## src/rtl/div_restoring_seq.sv

```systemverilog
// Sequential unsigned restoring divider: one quotient bit per clock behind a
// start/busy/done handshake, with registered results that hold between operations.
module div_restoring_seq #(
  parameter int WIDTH = 32
) (
  input  logic             clk,
  input  logic             rst_n,
  input  logic             start,
  input  logic [WIDTH-1:0] dividend,
  input  logic [WIDTH-1:0] divisor,
  output logic             busy,
  output logic             done,
  output logic [WIDTH-1:0] quotient,
  output logic [WIDTH-1:0] remainder,
  output logic             div_by_zero
);

  localparam int CW = $clog2(WIDTH + 1);

  typedef enum logic {IDLE, CALC} state_t;

  state_t           state, state_nxt;
  logic [CW-1:0]    cnt;
  logic [WIDTH-1:0] q_work;
  logic [WIDTH-1:0] r_work;
  logic [WIDTH-1:0] div_reg;
  logic             dbz_pend;
  logic             accept;
  logic             zero_div;
  logic             last_iter;
  logic [WIDTH-1:0] r_step;
  logic             q_bit;

  // One restoring step. The partial remainder is always below the divisor,
  // so its top bit (bit WIDTH of the WIDTH+1-bit form) is zero and is not stored.
  function automatic logic [WIDTH:0] sub_step(input logic [WIDTH-1:0] r,
                                              input logic             msb,
                                              input logic [WIDTH-1:0] d);
    logic [WIDTH:0] t;
    t = {r, msb} - {1'b0, d};
    return t[WIDTH] ? {r[WIDTH-2:0], msb, 1'b0} : {t[WIDTH-1:0], 1'b1};
  endfunction

  assign {r_step, q_bit} = sub_step(r_work, q_work[WIDTH-1], div_reg);

  // A pending divide-by-zero result blocks a new start for its single cycle.
  assign accept    = (state == IDLE) && start && !dbz_pend;
  assign zero_div  = (divisor == '0);
  assign last_iter = (cnt == CW'(1));
  assign busy      = (state == CALC);

  always_comb begin
    state_nxt = state;
    case (state)
      IDLE:    if (accept && !zero_div) state_nxt = CALC;
      CALC:    if (last_iter) state_nxt = IDLE;
      default: state_nxt = IDLE;
    endcase
  end

  always_ff @(posedge clk or negedge rst_n) begin
    if (!rst_n) begin
      state       <= IDLE;
      cnt         <= '0;
      done        <= 1'b0;
      dbz_pend    <= 1'b0;
      quotient    <= '0;
      remainder   <= '0;
      div_by_zero <= 1'b0;
    end else begin
      state <= state_nxt;
      done  <= 1'b0;
      if (accept) begin
        cnt      <= zero_div ? '0 : CW'(WIDTH);
        dbz_pend <= zero_div;
      end
      if (dbz_pend) begin
        dbz_pend    <= 1'b0;
        done        <= 1'b1;
        quotient    <= '1;
        remainder   <= q_work;
        div_by_zero <= 1'b1;
      end
      if (state == CALC) begin
        cnt <= cnt - CW'(1);
        if (last_iter) begin
          done        <= 1'b1;
          quotient    <= {q_work[WIDTH-2:0], q_bit};
          remainder   <= r_step;
          div_by_zero <= 1'b0;
        end
      end
    end
  end

  // Working registers carry no reset; they are loaded on every accepted start.
  always_ff @(posedge clk) begin
    if (accept) begin
      q_work  <= dividend;
      div_reg <= divisor;
      r_work  <= '0;
    end else if (state == CALC) begin
      q_work <= {q_work[WIDTH-2:0], q_bit};
      r_work <= r_step;
    end
  end

endmodule

```

## config.mk

```make
export PLATFORM = sky130hd
export DESIGN_NAME = div_restoring_seq
export DESIGN_NICKNAME = d
export VERILOG_FILES = /design/src/rtl/div_restoring_seq.sv
export SDC_FILE = /design/constraint.sdc
export NUM_CORES = 1
export LEC_CHECK = 0
export CAP_MARGIN = 30
export CORE_MARGIN = 3
export CORE_UTILIZATION = 25
export CTS_CLUSTER_SIZE = 24
export DETAILED_ROUTE_END_ITERATION = 6
export GPL_ROUTABILITY_DRIVEN = 0
export PLACE_DENSITY_LB_ADDON = 0.12
export SLEW_MARGIN = 10
export SYNTH_ARGS = -nofsm -noshare
export SYNTH_HDL_FRONTEND = slang
export SYNTH_SLANG_ARGS = --single-unit
export TNS_END_PERCENT = 20
```

## constraint.sdc

```tcl
create_clock -name clk -period 3.55 [get_ports clk]
set_input_delay 0.71 -clock clk [delete_from_list [all_inputs] [get_ports clk]]
set_output_delay 0.71 -clock clk [all_outputs]
set_load 0.01 [all_outputs]
```

---- After elaboration in Yosys (flattened, before gate mapping) ----
Index checks and enable logic that the tools add are counted.
word-level totals
  register bits ........................... 170
operators by class
  $add $sub $neg .......................... 2
  equal/unequal tests ..................... 1
  mux-type cells .......................... 23
  bitwise gates (word level) .............. 1
  reduce and logical (&&, ||, !) cells .... 7
operators by type and width
  kind                                                  count
  2-to-1 mux 32 bit                                     8
  2-to-1 mux 33 bit                                     1
  subtractor 33 x 32 -> 33 bit                          1
  logical NOT 32 bit                                    1
  2-to-1 mux 6 bit                                      3
  2-to-1 mux 1 bit                                      10
  equality test 6 x 1 -> 1 bit (second input constant)  1
  subtractor 6 x 1 -> 6 bit (second input constant)     1
  logical AND 1 bit                                     3
  logical NOT 1 bit                                     2
  one-hot mux 1 bit (2 select lines)                    1
  nonzero test 2 bit                                    1
  NOT 1 bit                                             1

---- Depth between registers and ports, before layout ----
Gate-level depths: netlist of the first run.
  word-level depth ........................ 6
  mapped depth ............................ 14

---- Worst setup path before layout of the first run ----
No wires, ideal clock.
  path type ............................... flip-flop to flip-flop
  start ................................... register q_work[31]
  end ..................................... register r_work[8]
  library setup time ...................... 0.117 ns
  arrival ................................. 2.863 ns
  required time ........................... 3.433 ns
  path slack .............................. 0.570 ns
  stages on the path, launching flop included .. 14
  buffers on the path ..................... 1
  period minus slack after synthesis ...... 2.980 ns
  path through ............................ edfxtp_1 -> inv_1 -> ha_1 -> fa_1 -> nor2b_1 -> o21a_1 -> o211ai_2 -> a211oi_2 -> or3_4 -> a31o_4 -> xor2_2 -> buf_6 -> mux2_4 -> a22o_1
on the way
  cells in the longest elaborated chain, start to end .. 2
ends and longest elaborated chain
  what                          RTL line  RTL
  start: declaration            24        logic [WIDTH-1:0] q_work;
  start signal: assignment      99        q_work <= dividend;
  start signal: assignment      103       q_work <= {q_work[WIDTH-2:0], q_bit};
  subtractor 33 x 32 -> 33 bit  40        t = {r, msb} - {1'b0, d};
  2-to-1 mux 33 bit             41        return t[WIDTH] ? {r[WIDTH-2:0], msb, 1'b0} : {t[WIDTH-1:0], 1'b1};
  end signal: assignment        104       r_work <= r_step;
  end: declaration              25        logic [WIDTH-1:0] r_work;
Every way passes these cells.
A chain may end at the register's enable or synchronous reset.

---- Final worst setup path of the first run ----
  start ................................... register q_work[31]
  end ..................................... register remainder[28]
on the way
  cells in the longest elaborated chain, start to end .. 4
ends and longest elaborated chain
  what                          RTL line  RTL
  subtractor 33 x 32 -> 33 bit  40
  2-to-1 mux 33 bit             41
  2-to-1 mux 32 bit             86        if (last_iter) begin
  2-to-1 mux 32 bit             84        if (state == CALC) begin
  end signal: assignment        81        remainder <= q_work;
  end signal: assignment        89        remainder <= r_step;
  end: declaration              14        output logic [WIDTH-1:0] remainder,
Every way passes these cells.

==> impl_metrics.yaml, run 1 <==
place:
  placed_area_um2: 10700
  portBuffers: 133
  dp_hpwl_mm: 19.6
worst_setup_path:
  critPathSlowestCell: "edfxtp_1"
  path_max_fanout: 9
  r2r_end: "remainder[28]"
  worstPathCellList: "inv_1 > ha_1 > fa_1 > nor2b_1 > o21a_1 > o211ai_2 > a211oi_2 > or3_4 > a31o_4 > xnor2_1 > buf_4 > buf_4 > a21oi_1 > a22oi_1"
  end_kind: "flip-flop"
  worstReg2RegStart: "q_work[31]"
  crit_arrival_ns: 3.65
  start_kind: "flip-flop"
  critPathKind: "flip-flop to flip-flop"
  ff2ff_setup_slack_ns: 0.24
  crit_end: "remainder[28]"
  cp-startpoint: "q_work[31]"
  path_buf_inv: 3
  cp.depth: 14
  path_delay_family: "compound AO/OA/AOI/OAI gates"
  path_common_cell: "buf_4"
  r2r_cells: 14
  worstPathRequired_ns: 3.90
  cp_slowest_stage_delay_ns: 0.42
die:
  core_um2: 34000
  io_pins: 134
  die_area_um2: 37300
  initial_core_util: 0.257
  die_w_um: 193
  rows: 67
  die_h_um: 193
run:
  drv_cap: 0
yosys:
  yosysTopAreaCell: "edfxtp_1"
  ys_top_cells_by_area: "edfxtp_1 (22%), dfrtp_1 (21%), nand2_1 (9.3%)"
  synth_top_area_frac: 0.220
  syn_inst: 907
  synth_cell_types: 61
  synth_xor_area_frac: 0.0329
  synthAdderAreaFrac: 0.0509
  avgSynthCellArea_um2: 9.64
  synth_mux_area_frac: 0.0547
  synth_top_family_by_area: "compound AO/OA/AOI/OAI gates"
  synthArstFlopShare: 0.435
  synth_flop_cell: "dfrtp_1"
  synth_edf_count: 64
  netlist_area_um2: 8740
  synth_seq_area_share: 0.505
  syn-num-nets: 1009
  synthSimpleGateAreaFrac: 0.152
  synth-seq-cells: 170
  yosysMostFrequentCell: "nand2_1"
  synth-compound-area-share: 0.163
  synth.top_cells.by_count: "nand2_1 (217), o21ai_0 (82), dfrtp_1 (74)"
  ys_warn_count: 0
grt:
  gr-usage-all-layers: 0.144
  grt_start_max_net_pins: 75
  grt_pass1_wl_mm: 40.7
  antenna_found_initial: 0
  overflow: 0
  grt_pass1_vias: 6898
power_and_ir_drop:
  power_switching_uw: 874
  combPwrFrac: 0.028
  p_leak_nw: 4.82
  ir_worst_vdd_uv: 314
  power.share.clock: 0.450
  p_int_mw: 3.01
  sequentialPowerShare: 0.522
  pwr_density_cell_nw_per_um2: 346
  sw_frac_of_total: 0.225
clock_tree:
  cts_resized: 0
  clk_latency_ns: 0.43
  clock-sinks: 170
  clkTransAtPathRegs_ns: 0.07
  cts_tree: "built"
  clock-root-buffer: "clkbuf_16"
  cts_setup_buffers: 0
  clock_path_buffers: 2
  cts-hold-fix-buffers: 0
  numCtsBuffers: 17
  htree_levels: 4
timing:
  period_share: 0.932
  worst_pin_slew_ns: 0.897
  drv_slew: 0
  slew_headroom: 0.402
  finClkSkew_ns: 0.0120
  fin_setup_tns_ns: 0
  timing.final.crit_period_ns: 3.31
  hold_viol: 0
  rsz0062_at_grt: "false"
  max_freq_mhz: 302
  setup-violations-final: 0
routing:
  wl_mm: 26.5
  routed_via_density: 4.56
  drc: 0
  ant_nets: 0
  vias: 6842
  wl_per_cell_um: 17.7
  drtIter0Drc: 328
  firstDrtPassIters: 4
finish:
  nets: 1141
  postLayoutCellArea_um2: 11200
  layout-drive-gt1-share: 0.0722
  antenna_cells: 0
  syn2layout_area_growth_pct: 28.4
run_status:
  status: "completed"
min_path:
  hold_path.class: "input pin to asynchronous set/reset pin"
## layout by cell type, fill, tap and decap left out, types with 4 or more instances in the layout
master           count
nand2_1            217
clkdlybuf4s50_1    132
o21ai_0             82
dfrtp_1             73
edfxtp_1            64
a21oi_1             51
inv_1               50
ha_1                34
dfxtp_1             32
mux2i_1             29
nor2_1              21
buf_4               19
xnor2_1             18
nor2b_1             17
clkbuf_16           17
nand3_1             15
a22o_1              15
a211oi_1            13
xor2_1              13
a21o_1              12
mux2_4              11
nor4_1               9
o21bai_1             7
or3_1                5
nand4_1              5
a31oi_1              5
o31ai_1              5
a32oi_1              5
clkinv_4             5
nor3_1               4
clkinvlp_4           4
buf_12               4
## worst min-delay path by stage
stage | endpoint | slack [ns] | from | depth (start not counted)
CTS | quotient[23] | 0.27 | rst_n | 1
global placement | cnt[4] | 0.46 | cnt[4] | 1
detailed placement | cnt[4] | 0.46 | cnt[4] | 1
floorplan | busy | 0.41 | rst_n | 0
finish | quotient[26] | 0.27 | rst_n | 1
global route | quotient[23] | 0.29 | rst_n | 1
## stage by stage
stage	util	hold WS, ns	worst slack [ns]	power, mW	cells
2_1_floorplan	-	0.414	0.570	2.07	907
6_report	0.330	0.272	0.243	3.88	1500
5_1_grt	0.330	0.287	0.000496	4.03	1500
3_3_place_gp	0.313	0.459	0.320	2.17	1467
3_5_place_dp	0.314	0.465	0.221	2.18	1468
4_1_cts	0.330	0.273	0.214	3.95	1500
## cells by family (layout without fill, tap and decap cells)
| group | count (synthesis) | count (layout) |
|---|---|---|
| AO/OA/AOI/OAI | 228 | 228 |
| XOR/XNOR | 32 | 32 |
| adder cells (fa/ha/maj) | 35 | 35 |
| buffers and inverters | 93 | 238 |
| flip-flops | 170 | 170 |
| multiplexers | 42 | 42 |
| AND/OR/NAND/NOR | 307 | 307 |
## cell type report
| type | instances | area [um^2] |
|---|---|---|
| repair buffers | 155 | 1540 |
| clock buffers | 18 | 439 |
| flip-flops and latches | 170 | 4420 |
| clock inverters | 14 | 100 |
| multi-input cells | 644 | 3980 |
| inverters | 51 | 191 |
| well taps | 448 | 561 |
| fillers | 3587 | 22800 |
## power groups by stage
stage                     combinational [mW]  clock [mW]  sequential (mW)
final                                  0.107        1.75             2.03
after global routing                   0.116        1.89             2.02
after CTS                              0.111        1.81             2.02
after detailed placement               0.110           0             2.07
after global placement                 0.108           0             2.07
after floorplan                      0.00205           0             2.07
## metal layers
metal / wire length [um] / part of all wire / global-route usage / up-vias
met5: 0 / 0 / 0 / -
met4: 265 / 0.010 / 0.0373 / 0
met3: 970 / 0.037 / 0.0222 / 20
met2: 11700 / 0.44 / 0.218 / 122
met1: 13600 / 0.51 / 0.214 / 3255
li1: - / - / - / 3445
No activity file was read; power rests on OpenSTA's default activity.
==> inputs of run 2 (changes only) <==
- CORE_ASPECT_RATIO: not set -> 1.4
- clock period: 3.55 -> 3.88 ns (I/O delays scaled with it)
==> run 2 against run 1 <==
  * Clock skew shrank 0.0031 ns
  * Sequential share of layout area rose by 0.053 points
  * Clock power down 4%
  * Non-clock buffer count decreased by 4
  * Sequential cell count did not move
  * Worst setup slack better by 0.27 ns
  * Critical endpoint is now r_work[2]
  * Die area hardly changed
  * Total power shrank 6.4%
==> impl_metrics.yaml, run 2 (same netlist as run 1, synthesis figures left out) <==
run_status:
  status: "completed"
power_and_ir_drop:
  pwr_density_cell_nw_per_um2: 324
  p_leak_nw: 4.83
  ir_worst_vdd_uv: 219
  finalPower_mw: 3.63
finish:
  antenna_cells: 0
  postLayoutCellArea_um2: 11200
  nets: 1137
  syn2layout_area_growth_pct: 28.2
  fillerInstances: 3591
  final_cell_mix: "nand2_1 (217), clkdlybuf4s50_1 (132), o21ai_0 (82)"
  layout-drive-gt1-share: 0.0668
  layout_commonest_cell: "nand2_1"
run:
  drv_cap: 0
clock_tree:
  clock-sinks: 170
  cts-hold-fix-buffers: 0
  clock-root-buffer: "clkbuf_16"
  clock_path_buffers: 2
  clk_latency_ns: 0.45
  cts_setup_buffers: 0
  cts_tree: "built"
  htree_levels: 4
  cts_resized: 0
  numCtsBuffers: 17
  clkTransAtPathRegs_ns: 0.06
routing:
  ant_nets: 0
  vias: 6850
  wl_per_cell_um: 17.2
  routed_via_density: 4.57
  drc: 0
  drtIter0Drc: 340
  wl_mm: 25.8
  firstDrtPassIters: 4
timing:
  layout_setup_ws_ns: 0.515
  slew_headroom: 0.396
  max_freq_mhz: 297
  finClkSkew_ns: 0.00892
  setup-violations-final: 0
  drv_slew: 0
  worst_pin_slew_ns: 0.906
  fin_setup_tns_ns: 0
  period_share: 0.867
  rsz0062_at_grt: "false"
  timing.final.crit_period_ns: 3.37
  hold_viol: 0
place:
  portBuffers: 133
  placed_area_um2: 10600
  pre_cts_slack_ns: 0.539
  dp_hpwl_mm: 19.3
worst_setup_path:
  path_max_fanout: 17
  cp-startpoint: "q_work[31]"
  worstPathRequired_ns: 4.22
  start_kind: "flip-flop"
  critPathKind: "flip-flop to flip-flop"
  ff2ff_setup_slack_ns: 0.51
  worstReg2RegStart: "q_work[31]"
  end_kind: "flip-flop"
  critPathSlowestCell: "fa_1"
  worstPathCellList: "inv_1 > ha_1 > fa_1 > nor2b_1 > o21a_1 > o211ai_2 > a211oi_2 > or3_4 > a31o_4 > xor2_4 > buf_4 > mux2_2 > a22o_1"
  cp_slowest_stage_delay_ns: 0.40
  crit_arrival_ns: 3.70
die:
  rows: 80
  io_pins: 134
  die_area_um2: 37300
  core_um2: 34300
  die_h_um: 227
  initial_core_util: 0.255
  die_w_um: 164
grt:
  antenna_found_initial: 0
  overflow: 0
  grt_pass1_wl_mm: 40.5
  grt_pass1_vias: 7022
  grt_start_max_net_pins: 75
  gr-usage-all-layers: 0.142
min_path:
  hold_path.class: "input pin to asynchronous set/reset pin"
[run 2: layout make-up]
cell class	instances	area, um^2	share of cell area
Inverter	51	191	0.0171
Clock buffer	27	544	0.0485
Timing Repair Buffer	151	1490	0.133
Multi-Input combinational cell	644	3980	0.355
Sequential cell	170	4420	0.394
Clock inverter	5	27.5	0.00246
Tap cell	451	564	0.0503
[run 2: report_power, final]
part           leakage, nW  total [mW]  switching, mW  internal (mW)
combinational         2.64      0.0967         0.0360         0.0607
sequential            1.91        1.85              0           1.85
clock                0.287        1.68          0.723          0.959
total                 4.83        3.63          0.759           2.87
[run 2: worst max-delay path: cells and delay by family, from the launching register on]
| kind | cells | cell delay (ns) |
|---|---|---|
| compound gates | 5 | 0.99 |
| fa+ha+maj | 2 | 0.62 |
| mux | 1 | 0.39 |
| flops | 1 | 0.38 |
| buf+inv | 2 | 0.38 |
| simple gates | 2 | 0.34 |
| xor+xnor | 1 | 0.15 |
[run 2: metal layers]
metal  GRT usage  part of all wire  vias up  routed length (um)
met5           0                 0        -                   0
met4      0.0524             0.018        0                 476
met3      0.0244             0.031       28                 808
met2       0.238              0.49      132               12600
met1       0.185              0.46     3257               12000
li1            -                 -     3433                   -
[run 2: worst paths after layout]
path | to | cells past startpoint
max in group asynchronous | dbz_pend | 2
min | quotient[29] | 1
max reg2reg | r_work[2] | 13
max | r_work[2] | 13
min in group clk | cnt[4] | 1
min reg2reg | cnt[4] | 1
[run 2: per-stage QoR]
stage	instances	hold slack, ns	util
after floorplan	907	0.443	-
after global placement	1466	0.463	0.310
after detailed placement	1466	0.461	0.310
after CTS	1498	0.301	0.326
after global routing	1499	0.316	0.327
final	1499	0.291	0.327
